`src/rtl/call_frame_stack.sv`:
```
// Call/return frame stack: saves {return PC, caller TOS} on CALL and restores them on RETURN.
// Optional high-water monitor on MAX_DEPTH_OUT is built when CFS_DEPTH_MON_EN is defined.
module call_frame_stack #(
    parameter int DATA_WIDTH = 8,
    parameter int ADDR_WIDTH = 12,
    parameter int DEPTH_LOG2 = 4
) (
    input  logic                  clk,
    input  logic                  reset,
    input  logic                  CALL_REQ,
    input  logic                  RET_REQ,
    input  logic [ADDR_WIDTH-1:0] CALL_PC_IN,
    input  logic [ADDR_WIDTH-1:0] CALL_TOS_IN,
    input  logic [DATA_WIDTH-1:0] RET_VALUE_IN,
    input  logic                  CLR_ERR,
    output logic                  BUSY,
    output logic                  DONE,
    output logic [ADDR_WIDTH-1:0] RET_PC_OUT,
    output logic [ADDR_WIDTH-1:0] STACK_TOS_RETURN,
    output logic [DATA_WIDTH-1:0] REG_DATA_RETURN,
    output logic                  FULL,
    output logic                  EMPTY,
    output logic [DEPTH_LOG2:0]   DEPTH_OUT,
    output logic                  OVF_ERR,
    output logic                  UNF_ERR,
    output logic [DEPTH_LOG2:0]   MAX_DEPTH_OUT
);

    localparam int FRAMES = 1 << DEPTH_LOG2;
    localparam logic [DEPTH_LOG2:0] SP_FULL = (DEPTH_LOG2+1)'(FRAMES);

    typedef struct packed {
        logic [ADDR_WIDTH-1:0] pc;
        logic [ADDR_WIDTH-1:0] tos;
    } frame_t;

    typedef enum logic [2:0] {IDLE, CALL_WR, RET_RD, RET_LD, ERR} state_t;

    state_t                state;
    frame_t                mem [FRAMES];
    frame_t                rd_frame;
    logic [DEPTH_LOG2:0]   sp;
    logic [DEPTH_LOG2:0]   sp_inc;
    logic [DEPTH_LOG2:0]   sp_dec;
    logic [DEPTH_LOG2-1:0] wr_addr;
    logic [DEPTH_LOG2-1:0] rd_addr;
    logic                  full;
    logic                  empty;
    logic                  call_go;
    logic                  ret_go;

    assign full    = (sp == SP_FULL);
    assign empty   = (sp == '0);
    assign sp_inc  = sp + 1'b1;
    assign sp_dec  = sp - 1'b1;
    assign wr_addr = sp[DEPTH_LOG2-1:0];
    assign rd_addr = sp_dec[DEPTH_LOG2-1:0];

    // CALL wins when both requests are up, so RET only proceeds with CALL_REQ low.
    assign call_go = (state == IDLE) && CALL_REQ && !full;
    assign ret_go  = (state == IDLE) && !CALL_REQ && RET_REQ && !empty;

    assign FULL      = full;
    assign EMPTY     = empty;
    assign DEPTH_OUT = sp;

    // Frame RAM: not reset, one-cycle synchronous read.
    always_ff @(posedge clk) begin
        if (call_go)
            mem[wr_addr] <= '{pc: CALL_PC_IN, tos: CALL_TOS_IN};
        if (ret_go)
            rd_frame <= mem[rd_addr];
    end

    always_ff @(posedge clk or negedge reset) begin
        if (!reset) begin
            state            <= IDLE;
            sp               <= '0;
            BUSY             <= 1'b0;
            DONE             <= 1'b0;
            RET_PC_OUT       <= '0;
            STACK_TOS_RETURN <= '0;
            REG_DATA_RETURN  <= '0;
            OVF_ERR          <= 1'b0;
            UNF_ERR          <= 1'b0;
        end else begin
            DONE <= 1'b0;
            BUSY <= 1'b0;
            // Clear first so a same-cycle error set below takes precedence.
            if (CLR_ERR) begin
                OVF_ERR <= 1'b0;
                UNF_ERR <= 1'b0;
            end
            case (state)
                IDLE: begin
                    if (CALL_REQ) begin
                        BUSY <= 1'b1;
                        DONE <= 1'b1;
                        if (!full) begin
                            sp    <= sp_inc;
                            state <= CALL_WR;
                        end else begin
                            OVF_ERR <= 1'b1;
                            state   <= ERR;
                        end
                    end else if (RET_REQ) begin
                        BUSY <= 1'b1;
                        if (!empty) begin
                            sp              <= sp_dec;
                            REG_DATA_RETURN <= RET_VALUE_IN;
                            state           <= RET_RD;
                        end else begin
                            UNF_ERR <= 1'b1;
                            DONE    <= 1'b1;
                            state   <= ERR;
                        end
                    end
                end
                RET_RD: begin
                    RET_PC_OUT       <= rd_frame.pc;
                    STACK_TOS_RETURN <= rd_frame.tos;
                    BUSY             <= 1'b1;
                    DONE             <= 1'b1;
                    state            <= RET_LD;
                end
                CALL_WR, RET_LD, ERR: state <= IDLE;
                default:              state <= IDLE;
            endcase
        end
    end

`ifdef CFS_DEPTH_MON_EN
    logic [DEPTH_LOG2:0] max_depth;

    always_ff @(posedge clk or negedge reset) begin
        if (!reset)
            max_depth <= '0;
        else if (call_go && (sp_inc > max_depth))
            max_depth <= sp_inc;
    end

    assign MAX_DEPTH_OUT = max_depth;
`else
    assign MAX_DEPTH_OUT = '0;
`endif

endmodule

```
`config.mk`:
```
export PLATFORM = sky130hd
export DESIGN_NAME = call_frame_stack
export DESIGN_NICKNAME = d
export VERILOG_FILES = /design/src/rtl/call_frame_stack.sv
export SDC_FILE = /design/constraint.sdc
export NUM_CORES = 1
export LEC_CHECK = 0
export ABC_AREA = 1
export CAP_MARGIN = 0
export CORE_MARGIN = 10
export CORE_UTILIZATION = 45
export CTS_BUF_LIST = sky130_fd_sc_hd__clkbuf_8
export DETAILED_ROUTE_END_ITERATION = 16
export HOLD_SLACK_MARGIN = 0.12
export PLACE_DENSITY = 0.67
export SLEW_MARGIN = 20
export SYNTH_ARGS = -nofsm -noshare
export SYNTH_HDL_FRONTEND = slang
export SYNTH_SLANG_ARGS = --single-unit
export TNS_END_PERCENT = 10
```
`constraint.sdc`:
```
create_clock -name clk -period 5 [get_ports clk]
set_input_delay 1 -clock clk [delete_from_list [all_inputs] [get_ports clk]]
set_output_delay 1 -clock clk [all_outputs]
set_load 0.03 [all_outputs]
```
==> reports/qor.csv <==
stage,metric,value,unit
drt,drt wl/cell,17.5,µm
worst_hold_path,Hold Path Class,register to register,
drt,Antenna Nets Post-Route,0,
clocking,cts repair resizes,0,
global_route,gr ovfl total,0,
logic_synthesis,post-synth top area share,0.642,
setup_path,biggest fanout along the worst timing path,93,
global_route,global-route wire length before repair,69000,µm
logic_synthesis,syn_area_per_cell,10.4,µm²
sta,slew margin rel.,0.271,
status,status,completed,
floorplan,Initial Utilization,0.455,
logic_synthesis,async set or reset register ratio after synthesis,0.0973,
clocking,clk_lat worst skew,620,ps
floorplan,# IOs,85,
floorplan,Site Rows,75,
final_layout,layout cells sized above 1,0.0702,
final_layout,Inserted Diodes,0,
logic_synthesis,register area share after synthesis,0.700,
placement,hpwl dp,25000,µm
setup_path,Critical Path AT,3140,ps
sta,RSZ-0062 raised after global routing,false,
floorplan,Die Wd,226,µm
sta,endpoints failing hold,0,
drt,DRC,0,
global_route,gr usage total,0.175,
logic_synthesis,Synth Area in Compound Gates,0.00164,
floorplan,DIE AREA,51000,µm²
logic_synthesis,"Top FF cell, synth",edfxtp_1,
setup_path,WP buf/inv,2,
logic_synthesis,count of cell types in the netlist,25,
setup_path,"CP delay by family, top",buffers and inverters,
drt,Detailed Route Iter0 Violations,1180,
final_layout,footprint of the multi-input gates,4340,µm²
global_route,initial antenna violation count,0,
sta,max-slew violation count,0,
placement,Place WS,1380,ps
power,power density cells,607,nW/µm²
clocking,Post-CTS Hold Buffers,0,
final_layout,Fillers,3652,
setup_path,Critical Path Sink Type,output port,
logic_synthesis,Post-synth EDFFs,408,
power,leakage,9.38,nW
sta,setup TNS,0,ps
placement,I/O Buffers,79,
flow_run,Max Cap Viol,0,
sta,fin worst setup slack,864,ps
setup_path,Critical-path top delay cell,clkdlybuf4s50_1,
drt,vias,12700,
logic_synthesis,post-synth top area cell,edfxtp_1,
logic_synthesis,"top cells by count, synth","nand2_1 (649), edfxtp_1 (408), inv_1 (303), nand3_1 (295), dfrtp_1 (44)",
setup_path,startpoint types,register,
drt,Pre-antenna DRT Iters,5,
global_route,largest net degree at the start of global routing,94,
clocking,Setup Buffers After CTS,0,
power,Pwr Total,13.2,mW
final_layout,Finished Core Util,0.520,
clocking,htree depth,3,
clocking,Clock Pin Slew Worst Setup and Hold Paths,70,ps
global_route,vias in the first global route,12400,
logic_synthesis,Post-Synth Simple-Gate Area,0.212,
logic_synthesis,Mapped Area,19100,µm²
sta,Slew @ Worst Pin,1090,ps
logic_synthesis,post-synthesis mux area share,0,
final_layout,Layout Nets,1963,
logic_synthesis,Mapped Cells,1837,
clocking,clock tree buffer depth,3,
clocking,Root Driver,clkbuf_8,
sta,minimum clock period,4140,ps
logic_synthesis,Synth Area in XOR/XNOR,0.00138,
setup_path,Worst EP required,4000,ps
sta,worst clock skew,28.3,ps
clocking,CTS tree,yes,
floorplan,Core ar.,41900,µm²
sta,final period utilization,0.827,
drt,total wire length,44000,µm
logic_synthesis,synthesis warning total,0,
floorplan,Die Ht,226,µm
sta,highest clock rate,0.242,GHz
logic_synthesis,top-count cell post-synth,nand2_1,
placement,GP Congestion,0.840,
setup_path,crit path kind,register to output port,
logic_synthesis,largest family of logic cells by synthesized area,simple AND/OR/NAND/NOR gates,
setup_path,"critical path, cell by cell","buf_4, clkdlybuf4s50_1",
logic_synthesis,Post-Synth Adder-Cell Area,0.00262,
sta,Final setup viols,0,
clocking,clk sinks,452,
clocking,TritonCTS buffer count,73,
final_layout,Reg area,13400,µm²
setup_path,CP max stage delay,860,ps
logic_synthesis,Synth area leaders,"edfxtp_1 (64%), nand2_1 (13%), nand3_1 (7.7%)",
drt,via density per instance,5.02,
final_layout,synth-to-layout area growth,14.2,%
logic_synthesis,Yosys reg bits,452,
power,Peak supply drop,419,µV
==> kinds of logic after synthesis <==
kind of cell | count (synthesis)
flops | 452
buf+inv | 398
other cells | 1
fa+ha+maj | 4
simple gates | 974
compound gates | 5
xor+xnor | 3
==> per-layer routing <==
metal | GRT usage | wire [µm] | part of all wire
met1 | 0.226 | 18800 | 0.43
met2 | 0.286 | 20700 | 0.47
met3 | 0.0397 | 3640 | 0.083
met4 | 0.0547 | 852 | 0.019
met5 | 0 | 0 | 0
==> path summary, 6_finish.rpt <==
check                      slack, ps        endpoint         start  depth (start not counted)
hold reg to reg                  440  RET_PC_OUT[11]  rd_frame[23]                          2
setup / recovery                 860    DEPTH_OUT[0]  DEPTH_OUT[0]                          2
min in group asynchronous        540    DEPTH_OUT[0]         reset                          1
setup reg to reg                1430    rd_frame[21]  DEPTH_OUT[0]                          7
hold / removal                   440  RET_PC_OUT[11]  rd_frame[23]                          2
max in group asynchronous       3770    DEPTH_OUT[0]         reset                          1
==> cell type report <==
cell class | instances | area share
tap | 539 | 0.0309
inverter | 307 | 0.0531
clock inverter | 60 | 0.0147
multi-input combinational | 991 | 0.199
clock buffer | 74 | 0.0467
sequential | 452 | 0.613
timing repair buffer | 97 | 0.0423
==> power by group <==
part / internal, mW / switching, mW / leakage (nW)
sequential: 4.64 / 0.243 / 4.23
clock: 1.50 / 1.43 / 0.764
combinational: 1.62 / 3.78 / 4.39
total: 7.77 / 5.45 / 9.38
==> cell usage in the layout (no fill, tap or decap), types with 5 or more instances in the layout <==
master           synthesis  layout
buf_4                    6      18
clkbuf_8                 0      74
clkdlybuf4s50_1          0      78
clkinv_1                 1      19
clkinv_2                 0      10
conb_1                   1       5
dfrtp_1                 44      43
edfxtp_1               408     408
inv_1                  303     325
nand2_1                649     649
nand3_1                295     295
nor2_1                  19       7
nor2_4                   0      12
==> stage by stage <==
step,cells,hold WS (ps),area (µm²)
floorplan,1841,426,19100
CTS,2520,443,21800
global route,2520,462,21800
detailed placement,2386,434,20500
finish,2520,444,21800
global placement,2386,432,20400
==> flip-flops by register name, summed over array words and instances, names as in the netlist <==
name and flops:
DONE 1, UNF_ERR 1, RET_PC_OUT 12, rd_frame 24
REG_DATA_RETURN 8, BUSY 1, state 3, DEPTH_OUT 5
mem 384, STACK_TOS_RETURN 12, OVF_ERR 1
==> worst reg2reg max path: cells and delay by family (launching register included) <==
kind	cells	cell delay, ps
buffers and inverters	3	1770
DFF	1	650
and+or+nand+nor	4	870
Note: power is estimated with default switching activity, not from simulation.
